File: src/rtl/icache_sa.sv
// icache_sa: parametrised N-way set-associative read-only instruction cache with
// true-LRU replacement, ready-based line fill, DMA bus deferral and statistics.
module icache_sa #(
  parameter int ADDR_W     = 16,
  parameter int WORD_W     = 16,
  parameter int LINE_WORDS = 4,
  parameter int SETS       = 2,
  parameter int WAYS       = 2,
  parameter int CNT_W      = 17
) (
  input  logic                         clk,
  input  logic                         reset,
  input  logic                         read_m,
  input  logic [ADDR_W-1:0]            memory_address,
  output logic [WORD_W-1:0]            data,
  output logic                         hit,
  output logic                         miss,
  output logic                         mem_read_m,
  output logic [ADDR_W-1:0]            out_address,
  input  logic [WORD_W*LINE_WORDS-1:0] instruction,
  input  logic                         mem_ready,
  input  logic                         BG_input,
  input  logic                         invalidate,
  output logic [CNT_W-1:0]             hit_count,
  output logic [CNT_W-1:0]             miss_count,
  output logic [CNT_W-1:0]             evict_count
);

  localparam int OFF_W    = $clog2(LINE_WORDS);
  localparam int SET_BITS = $clog2(SETS);
  localparam int SET_W    = (SETS > 1) ? SET_BITS : 1;
  localparam int WAY_W    = (WAYS > 1) ? $clog2(WAYS) : 1;
  localparam int TAG_W    = ADDR_W - OFF_W - SET_BITS;
  localparam int LINE_W   = WORD_W * LINE_WORDS;
  localparam int LADDR_W  = ADDR_W - OFF_W;

  typedef enum logic [1:0] {
    IDLE    = 2'd0,
    WAIT_BG = 2'd1,
    REQ     = 2'd2
  } state_t;

  state_t               state_r;
  logic                 mem_read_r;
  logic [LADDR_W-1:0]   line_addr_r;
  logic                 inv_pend_r;

  logic                 valid_r [SETS][WAYS];
  logic [TAG_W-1:0]     tag_r   [SETS][WAYS];
  logic [LINE_W-1:0]    line_r  [SETS][WAYS];
  logic [WAY_W-1:0]     age_r   [SETS][WAYS];

  logic [CNT_W-1:0]     hit_cnt_r;
  logic [CNT_W-1:0]     miss_cnt_r;
  logic [CNT_W-1:0]     evict_cnt_r;

  logic [OFF_W-1:0]     lk_off_s;
  logic [SET_W-1:0]     lk_set_s;
  logic [SET_W-1:0]     fill_set_s;
  logic [TAG_W-1:0]     lk_tag_s;
  logic [TAG_W-1:0]     fill_tag_s;
  logic [WAYS-1:0]      hit_vec_s;
  logic [WAYS-1:0]      inval_vec_s;
  logic [WAYS-1:0]      old_vec_s;
  logic [WAY_W-1:0]     hit_way_s;
  logic [WAY_W-1:0]     victim_s;
  logic                 hit_any_s;
  logic                 evict_s;
  logic                 hit_s;
  logic                 miss_s;
  logic                 fill_s;
  logic                 install_s;
  logic                 upd_en_s;
  logic [SET_W-1:0]     upd_set_s;
  logic [WAY_W-1:0]     upd_way_s;
  logic [WAY_W-1:0]     upd_age_s;
  logic [LINE_W-1:0]    hit_line_s;

  assign lk_off_s   = memory_address[OFF_W-1:0];
  assign lk_tag_s   = memory_address[ADDR_W-1:OFF_W+SET_BITS];
  assign fill_tag_s = line_addr_r[LADDR_W-1:SET_BITS];

  generate
    if (SETS > 1) begin : g_idx
      assign lk_set_s   = memory_address[OFF_W +: SET_BITS];
      assign fill_set_s = line_addr_r[SET_BITS-1:0];
    end else begin : g_no_idx
      assign lk_set_s   = 1'b0;
      assign fill_set_s = 1'b0;
    end
  endgenerate

  // Per-way tag compare for the lookup set and victim candidates for the fill set
  always_comb begin
    hit_vec_s   = '0;
    inval_vec_s = '0;
    old_vec_s   = '0;
    for (int w = 0; w < WAYS; w++) begin
      hit_vec_s[w]   = valid_r[lk_set_s][w] && (tag_r[lk_set_s][w] == lk_tag_s);
      inval_vec_s[w] = !valid_r[fill_set_s][w];
      old_vec_s[w]   = (age_r[fill_set_s][w] == WAY_W'(WAYS - 1));
    end
  end

  // Priority encoders: the lowest invalid way beats the oldest way as victim
  always_comb begin
    hit_way_s = '0;
    victim_s  = '0;
    for (int w = WAYS - 1; w >= 0; w--) begin
      hit_way_s = hit_vec_s[w] ? WAY_W'(w) : hit_way_s;
      victim_s  = old_vec_s[w] ? WAY_W'(w) : victim_s;
    end
    for (int w = WAYS - 1; w >= 0; w--) begin
      victim_s = inval_vec_s[w] ? WAY_W'(w) : victim_s;
    end
  end

  assign hit_any_s  = |hit_vec_s;
  assign evict_s    = ~|inval_vec_s;
  assign hit_s      = read_m && (state_r == IDLE) && hit_any_s;
  assign miss_s     = read_m && !hit_s;
  assign fill_s     = (state_r == REQ) && mem_ready;
  // A fill overlapping an invalidate is consumed from the bus but never installed
  assign install_s  = fill_s && !invalidate && !inv_pend_r;
  assign upd_en_s   = hit_s || install_s;
  assign upd_set_s  = hit_s ? lk_set_s : fill_set_s;
  assign upd_way_s  = hit_s ? hit_way_s : victim_s;
  assign upd_age_s  = age_r[upd_set_s][upd_way_s];
  assign hit_line_s = line_r[lk_set_s][hit_way_s];

  assign data        = hit_s ? hit_line_s[lk_off_s*WORD_W +: WORD_W] : {WORD_W{1'b0}};
  assign hit         = hit_s;
  assign miss        = miss_s;
  assign mem_read_m  = mem_read_r;
  assign out_address = {line_addr_r, {OFF_W{1'b0}}};
  assign hit_count   = hit_cnt_r;
  assign miss_count  = miss_cnt_r;
  assign evict_count = evict_cnt_r;

  // Fetch FSM with registered memory request and latched line address
  always_ff @(posedge clk) begin
    if (reset) begin
      state_r     <= IDLE;
      mem_read_r  <= 1'b0;
      line_addr_r <= '0;
      inv_pend_r  <= 1'b0;
    end else begin
      case (state_r)
        IDLE: begin
          if (miss_s) begin
            if (BG_input) begin
              state_r <= WAIT_BG;
            end else begin
              state_r     <= REQ;
              mem_read_r  <= 1'b1;
              line_addr_r <= memory_address[ADDR_W-1:OFF_W];
              inv_pend_r  <= 1'b0;
            end
          end
        end
        WAIT_BG: begin
          if (!read_m) begin
            state_r <= IDLE;
          end else if (!BG_input) begin
            state_r     <= REQ;
            mem_read_r  <= 1'b1;
            line_addr_r <= memory_address[ADDR_W-1:OFF_W];
            inv_pend_r  <= 1'b0;
          end
        end
        REQ: begin
          if (mem_ready) begin
            state_r    <= IDLE;
            mem_read_r <= 1'b0;
            inv_pend_r <= 1'b0;
          end else if (invalidate) begin
            inv_pend_r <= 1'b1;
          end
        end
        default: begin
          state_r    <= IDLE;
          mem_read_r <= 1'b0;
          inv_pend_r <= 1'b0;
        end
      endcase
    end
  end

  // Line storage, LRU ages and statistics counters
  always_ff @(posedge clk) begin
    if (reset) begin
      for (int s = 0; s < SETS; s++) begin
        for (int w = 0; w < WAYS; w++) begin
          valid_r[s][w] <= 1'b0;
          tag_r[s][w]   <= '0;
          line_r[s][w]  <= '0;
          age_r[s][w]   <= WAY_W'(w);
        end
      end
      hit_cnt_r   <= '0;
      miss_cnt_r  <= '0;
      evict_cnt_r <= '0;
    end else begin
      if (hit_s) begin
        hit_cnt_r <= hit_cnt_r + CNT_W'(1);
      end
      if (install_s) begin
        valid_r[fill_set_s][victim_s] <= 1'b1;
        tag_r[fill_set_s][victim_s]   <= fill_tag_s;
        line_r[fill_set_s][victim_s]  <= instruction;
        miss_cnt_r <= miss_cnt_r + CNT_W'(1);
        if (evict_s) begin
          evict_cnt_r <= evict_cnt_r + CNT_W'(1);
        end
      end
      if (upd_en_s) begin
        for (int w = 0; w < WAYS; w++) begin
          if (WAY_W'(w) == upd_way_s) begin
            age_r[upd_set_s][w] <= '0;
          end else if (age_r[upd_set_s][w] < upd_age_s) begin
            age_r[upd_set_s][w] <= age_r[upd_set_s][w] + WAY_W'(1);
          end
        end
      end
      if (invalidate) begin
        for (int s = 0; s < SETS; s++) begin
          for (int w = 0; w < WAYS; w++) begin
            valid_r[s][w] <= 1'b0;
          end
        end
      end
    end
  end

endmodule

File: config.mk
export PLATFORM = sky130hd
export DESIGN_NAME = icache_sa
export DESIGN_NICKNAME = d
export VERILOG_FILES = /design/src/rtl/icache_sa.sv
export SDC_FILE = /design/constraint.sdc
export NUM_CORES = 1
export LEC_CHECK = 0
export ABC_AREA = 1
export BUFFER_PORTS_ARGS = -buffer_cell sky130_fd_sc_hd__buf_4
export CELL_PAD_IN_SITES_DETAIL_PLACEMENT = 0
export CELL_PAD_IN_SITES_GLOBAL_PLACEMENT = 1
export CORE_ASPECT_RATIO = 1.5
export CORE_UTILIZATION = 49
export DETAILED_ROUTE_END_ITERATION = 8
export PLACE_DENSITY = 0.92
export SYNTH_ARGS = -nofsm -noshare
export SYNTH_HDL_FRONTEND = slang
export SYNTH_SLANG_ARGS = --single-unit
File: constraint.sdc
create_clock -name clk -period 8.8 [get_ports clk]
set_input_delay 1.32 -clock clk [delete_from_list [all_inputs] [get_ports clk]]
set_output_delay 1.32 -clock clk [all_outputs]
set_load 0.01 [all_outputs]
==> results of run 1 <==
[cells in the mapped netlist, drive strengths merged (2+ instances only)]
cell type	n
a211oi	2
a21oi	63
a31oi	3
and2	2
buf	41
clkbuf	64
dfxtp	70
edfxtp	316
ha	3
inv	183
mux2i	15
nand2	300
nand3	130
nand4	23
nor2	656
nor3	25
nor3b	2
nor4	7
o21ai	157
o31ai	2
or2	3
xnor2	3
xor2	4
[through the flow]
step	instances	power (uW)	setup slack (ps)	hold slack (ps)	area, um^2
2_1_floorplan	2086	2295	4062	461.5	18280
3_3_place_gp	2650	2415	2545	454.1	19790
3_5_place_dp	2650	2422	2501	462.1	19790
4_1_cts	2720	4069	2491	474.7	21050
5_1_grt	2721	4179	2079	504.8	21050
6_report	2721	4052	2453	478.6	21050
[tightest hold or removal path: stages (launching register included)]
cell and delay, ps:
dfxtp_1 310, inv_1 60, a21oi_1 60
[kinds of logic after synthesis]
| logic type | synth area share, % |
|---|---|
| AND/OR/NAND/NOR | 25.54 |
| flip-flops | 59.58 |
| buffers and inverters | 6.606 |
| AO/OA/AOI/OAI | 6.893 |
| multiplexers | 0.8214 |
| XOR/XNOR | 0.3354 |
| adder cells (fa/ha/maj) | 0.2054 |
| other | 0.02052 |
[layer usage]
layer  part of all wire, %  routed length (um)  GRT usage, %
met1                    38               19080         31.33
met3                   6.6                3348         3.210
met4                   3.8                1925         11.66
met5                     0                   0             0
met2                    52               26010         47.86
[power by group through the flow]
stage | logic [uW] | registers (uW) | clock network (uW)
after floorplan | 198 | 2100 | 0
final | 327 | 2060 | 1670
after detailed placement | 325 | 2100 | 0
after CTS | 327 | 2060 | 1680
after global placement | 321 | 2090 | 0
after global routing | 362 | 2060 | 1750
[flip-flops by register name, indices dropped and copies added (netlist names), named ones only]
| register | cells |
|---|---|
| line_r | 256 |
| age_r | 4 |
| hit_count | 17 |
| inv_pend_r | 1 |
| miss_count | 17 |
| state_r | 2 |
| valid_r | 4 |
| line_addr_r | 14 |
| tag_r | 52 |
| mem_read_m | 1 |
| evict_count | 17 |
[worst max path at each step]
stage / startpoint / to / cells past startpoint
floorplan: invalidate / line_r[1][100] / 12
global placement: memory_address[2] / data[1] / 19
detailed placement: memory_address[2] / data[1] / 19
CTS: memory_address[2] / data[1] / 19
global route: memory_address[2] / data[1] / 19
finish: memory_address[2] / data[1] / 19
[final cells by class]
class                      instances  area, um^2
inverter                         184       696.9
clock buffer                      50        1049
timing repair buffer             185        1389
multi-input combinational       1411        6207
fill                            3240       15750
sequential                       386       10890
antenna                            1       2.502
clock inverter                    20       211.5
tap                              484       605.6
==> results.py, run 1 <==
metrics = {
    "power_and_ir_drop": {
        "leakage_uw": 0.008918,
        "powerDensity_nw_per_um2": 192.5,
        "p_sw_share_pct": 23.52,
        "clkPwrFrac_pct": 41.1,
        "p_int_uw": 3099,
        "p_switching_uw": 953.1,
        "ir_drop_mv": 0.1698,
        "seqPwrFrac_pct": 50.8,
        "combPwrFrac_pct": 8.1,
    },
    "cells_and_area": {
        "final_nets": 2296,
        "area_growth_pct": 15.17,
        "layout_commonest_cell": "nor2_1",
        "drive_gt1_share_pct": 12.75,
        "fin_util_pct": 57.20,
        "final_cell_mix": "652 x nor2_1, 316 x edfxtp_1, 288 x nand2_1, 185 x buf_4, 172 x inv_1",
    },
    "logic_synthesis": {
        "synth_warnings": 0,
        "synth_edf_count": 316,
        "ys_seq_elements": 386,
        "dominantRegCellSynth": "edfxtp_1",
        "syn_inst": 2085,
        "synth_top_area_share_pct": 51.91,
        "synth_area_leaders": "edfxtp_1 52%, nor2_1 13%, dfxtp_1 7.7%, nand2_1 6.0%, inv_1 3.6%",
        "syn-mean-instance-area_um2": 8.767,
        "yosysTopAreaCell": "edfxtp_1",
        "async_flop_share_pct": 0,
        "syn_area_um2": 18280,
        "ys_types": 48,
        "ys_seq_area_share_pct": 59.58,
    },
    "worst_setup_path": {
        "worstSetupPathType": "primary input to output port",
        "crit_top_cell": "nand2_1",
        "critical_path.top_delay_family": "buffers and inverters",
        "cpPeakStageDelay_ps": 600,
        "cp.required_ps": 7480,
        "worstPathArrival_ps": 5030,
        "ff2ff_path_depth": 11,
        "path_max_fanout": 50,
        "reg2reg_setup_slack_ps": 5180,
        "crit_path_top_delay_cell": "buf_4",
        "start_kind": "primary input",
        "r2r-start": "valid_r[1][0]",
        "reg2reg_to": "line_r[0][66]",
        "path_cells": "buf_4, buf_4, nand2_1, nand3_1, nand2_1, nor2_1, nand2_1, nor2_1, nand2_1, clkinv_1, nand2_2, inv_2, buf_4, o21ai_0, nand3_1, nand2_1, a21oi_1, nor2_1, buf_4",
        "worst_setup_path_end_kind": "output port",
        "critPathBufInv": 6,
    },
    "cts": {
        "clk_pin_slew_ps": 60,
        "post_cts_buffers": 0,
        "cts_tree": "built",
        "cts_resized": 0,
        "cts_buffer_depth": 3,
        "numCtsBuffers": 39,
        "htreeDepth": 2,
        "ctsHoldBuffers": 0,
        "cts_root_buf": "clkbuf_16",
        "cts.sinks": 386,
        "clock_latency_ps": 550,
    },
    "flow_run": {
        "maxCapViolCount": 0,
    },
    "detailed_routing": {
        "drtPass1Iterations": 5,
        "wl_per_cell_um": 18.51,
        "viasPerCell": 5.473,
        "ant_nets": 0,
        "remaining_drc_errors": 0,
        "num_vias": 14890,
        "routed_wl_um": 50370,
        "dr.first_iter.drc_count": 1174,
    },
    "floorplanning": {
        "dieArea_um2": 38100,
        "die_x_um": 159.7,
        "initial_utilization_pct": 49.67,
        "fp.dieH_um": 238.6,
        "boundaryPins": 172,
        "rows": 86,
        "fp.coreArea_um2": 36800,
    },
    "sta": {
        "drv_slew": 0,
        "min_period_ps": 6347,
        "setup_violations": 0,
        "finalClockSkew_ps": 29.01,
        "tightest_slew_ps": 1166,
        "max_slew_margin_pct": 22.28,
        "fin_crit_sh_pct": 72.12,
        "finalHoldViolCount": 0,
        "rsz0062_at_grt": "false",
        "clock.fmax_mhz": 157.6,
        "tns_ps": 0,
    },
    "worst_hold_path": {
        "hold_path_end": "miss_count[16]",
        "hold_class": "flip-flop to flip-flop",
        "hold_start": "miss_count[16]",
        "holdPathStages": 2,
    },
    "placement": {
        "place_congestion": 0.8871,
        "dp_hpwl_um": 30590,
        "port_buffers": 169,
    },
    "grt": {
        "grt_pass1_wl_um": 77830,
        "grt_overflow_total": 0,
        "grt_antenna_before_repair": 1,
        "grtUsageTotal_pct": 26.41,
        "grt_start_max_net_pins": 82,
        "grt_pass1_vias": 14650,
    },
    "status": {
        "outcome": "finished, final reports clean",
    },
}
(Power assumes the default switching activity.)
==> run 2, diff against run 1 <==
--- a/config.mk
+++ b/config.mk
@@ -10,9 +10,9 @@
 export CELL_PAD_IN_SITES_DETAIL_PLACEMENT = 0
 export CELL_PAD_IN_SITES_GLOBAL_PLACEMENT = 1
 export CORE_ASPECT_RATIO = 1.5
-export CORE_UTILIZATION = 49
+export CORE_UTILIZATION = 46
 export DETAILED_ROUTE_END_ITERATION = 8
-export PLACE_DENSITY = 0.92
+export PLACE_DENSITY = 0.88
 export SYNTH_ARGS = -nofsm -noshare
 export SYNTH_HDL_FRONTEND = slang
 export SYNTH_SLANG_ARGS = --single-unit
==> constraint.sdc (replaced) <==
create_clock -name clk -period 6 [get_ports clk]
set_input_delay 0.9 -clock clk [delete_from_list [all_inputs] [get_ports clk]]
set_output_delay 0.9 -clock clk [all_outputs]
set_load 0.01 [all_outputs]
==> results.py, run 2 (same netlist as run 1, synthesis figures left out) <==
metrics = {
    "sta": {
        "setup_violations": 0,
        "drv_slew": 0,
        "rsz0062_at_grt": "false",
        "clock.fmax_mhz": 199.1,
        "finalHoldViolCount": 0,
        "finalClockSkew_ps": 26.19,
        "tns_ps": 0,
        "max_slew_margin_pct": 18.69,
        "tightest_slew_ps": 1216,
        "min_period_ps": 5023,
        "fin_crit_sh_pct": 83.71,
    },
    "worst_setup_path": {
        "cpPeakStageDelay_ps": 560,
        "path_max_fanout": 40,
        "crit_path_top_delay_cell": "buf_4",
        "start_kind": "primary input",
        "critPathBufInv": 4,
        "critical_path.top_delay_family": "simple AND/OR/NAND/NOR gates",
        "path_cells": "buf_4, inv_6, nand2_1, nand2_1, nand2_1, nand2_1, nor2_1, nand2_1, nor2_1, nand2_1, nand2_2, buf_4, o21ai_0, nand3_1, nand3_1, nand2_1, nor2_1, buf_4",
        "cp.required_ps": 5100,
        "worstSetupPathType": "primary input to output port",
        "ff2ff_path_depth": 10,
        "cp_num_cells": 18,
        "worst_setup_path_end_kind": "output port",
        "reg2reg_setup_slack_ps": 2820,
        "crit_top_cell": "nand2_1",
        "reg2reg_to": "line_r[1][14]",
        "cp-endpoint": "data[6]",
        "worstSetupStartpoint": "memory_address[2]",
        "worstPathArrival_ps": 4120,
    },
    "power_and_ir_drop": {
        "ir_drop_mv": 0.1926,
        "p_int_uw": 4460,
        "powerDensity_nw_per_um2": 278.4,
        "combPwrFrac_pct": 8.2,
        "clkPwrFrac_pct": 40.4,
        "p_switching_uw": 1399,
        "leakage_uw": 0.008908,
        "p_sw_share_pct": 23.88,
        "seqPwrFrac_pct": 51.5,
    },
    "detailed_routing": {
        "ant_nets": 0,
        "drtPass1Iterations": 5,
        "dr.first_iter.drc_count": 1152,
        "routed_wl_um": 50180,
        "num_vias": 14790,
        "viasPerCell": 5.403,
        "wl_per_cell_um": 18.33,
        "remaining_drc_errors": 0,
    },
    "cts": {
        "post_cts_buffers": 0,
        "clk_pin_slew_ps": 60,
        "ctsHoldBuffers": 0,
        "numCtsBuffers": 37,
        "cts_tree": "built",
        "cts_resized": 0,
        "clock_latency_ps": 560,
        "htreeDepth": 2,
        "cts_root_buf": "clkbuf_16",
        "cts.sinks": 386,
        "cts_buffer_depth": 3,
    },
    "worst_hold_path": {
        "hold_class": "flip-flop to flip-flop",
    },
    "cells_and_area": {
        "ff_latch_area_um2": 10890,
        "multiInputGateArea_um2": 6207,
        "final_nets": 2298,
        "area_growth_pct": 15.13,
        "final_cell_mix": "652 x nor2_1, 316 x edfxtp_1, 288 x nand2_1, 189 x buf_4, 172 x inv_1",
        "largestRegisters": "line_r x256, tag_r x52",
        "fin_util_pct": 53.54,
        "drive_gt1_share_pct": 13.01,
        "n_fill_cell": 3610,
        "largest_reg_flops": 256,
        "largest-register": "line_r",
        "layout_commonest_cell": "nor2_1",
    },
    "flow_run": {
        "maxCapViolCount": 0,
    },
    "grt": {
        "grtUsageTotal_pct": 24.93,
        "grt_pass1_vias": 14550,
        "grt_pass1_wl_um": 77430,
        "grt_overflow_total": 0,
        "grt_antenna_before_repair": 0,
        "grt_start_max_net_pins": 84,
    },
    "floorplanning": {
        "fp.coreArea_um2": 39310,
        "die_x_um": 164.8,
        "dieArea_um2": 40550,
        "boundaryPins": 172,
        "rows": 89,
        "initial_utilization_pct": 46.50,
        "fp.dieH_um": 246.1,
    },
    "placement": {
        "port_buffers": 169,
        "dp_hpwl_um": 31130,
        "place_congestion": 0.9062,
    },
    "status": {
        "outcome": "finished, final reports clean",
    },
}
run 2: changes by cell type in the layout (fill, tap and decap cells not counted), sizes merged:
| cell | change |
|---|---|
| buf | +4 |
| clkbuf | -8 |
| clkinvlp | +2 |
| clkinv | +2 |
run 2: worst reg2reg max path, stage by stage, from the launching register on:
cell and delay (ps):
dfxtp_1 390, inv_1 60, or2_2 260, o21ai_0 210, inv_1 70, o311ai_0 110
nand2_1 170, inv_1 150, a31oi_1 110, clkinv_2 470, buf_4 760
run 2: final cells by class:
class / count / share of cell area, %
repair buffers: 189 / 6.742
diodes: 1 / 0.01189
clock inverters: 24 / 1.183
multi-input cells: 1411 / 29.49
flip-flops and latches: 386 / 51.75
clock buffers: 42 / 4.536
inverters: 184 / 3.312
well taps: 500 / 2.973
run 2: power by group through the flow:
stage,clock network [uW],registers (uW),logic (uW)
2_1_floorplan,0,3080,291
3_3_place_gp,0,3070,473
3_5_place_dp,0,3070,477
4_1_cts,2390,3020,479
5_1_grt,2490,3020,529
6_report,2370,3010,478
run 2: metal layers:
layer | vias up | share of wire [%] | track usage (%)
met5 | - | 0 | 0
met2 | 499 | 53 | 44.74
met1 | 7087 | 38 | 29.65
met3 | 115 | 5.0 | 2.660
met4 | 0 | 4.0 | 11.25
li1 | 7088 | - | -
run 2: worst min-delay path by stage:
| stage | startpoint | cells after the start | endpoint | slack [ps] |
|---|---|---|---|---|
| 6_report | miss_count[16] | 2 | miss_count[16] | 470 |
| 2_1_floorplan | inv_pend_r | 2 | inv_pend_r | 460 |
| 4_1_cts | miss_count[16] | 2 | miss_count[16] | 470 |
| 5_1_grt | miss_count[16] | 2 | miss_count[16] | 510 |
| 3_3_place_gp | miss_count[16] | 2 | miss_count[16] | 450 |
| 3_5_place_dp | miss_count[16] | 2 | miss_count[16] | 460 |
run 2: through the flow:
stage	total power (uW)	instances	worst slack [ps]	instance area, um^2	hold WS (ps)
5_1_grt	6040	2736	626.7	21040	512.2
4_1_cts	5885	2736	1009	21040	474.7
3_3_place_gp	3542	2670	1009	19840	454.5
6_report	5859	2737	977.5	21050	471.2
2_1_floorplan	3366	2086	1682	18280	461.5
3_5_place_dp	3550	2670	997.5	19840	462.4
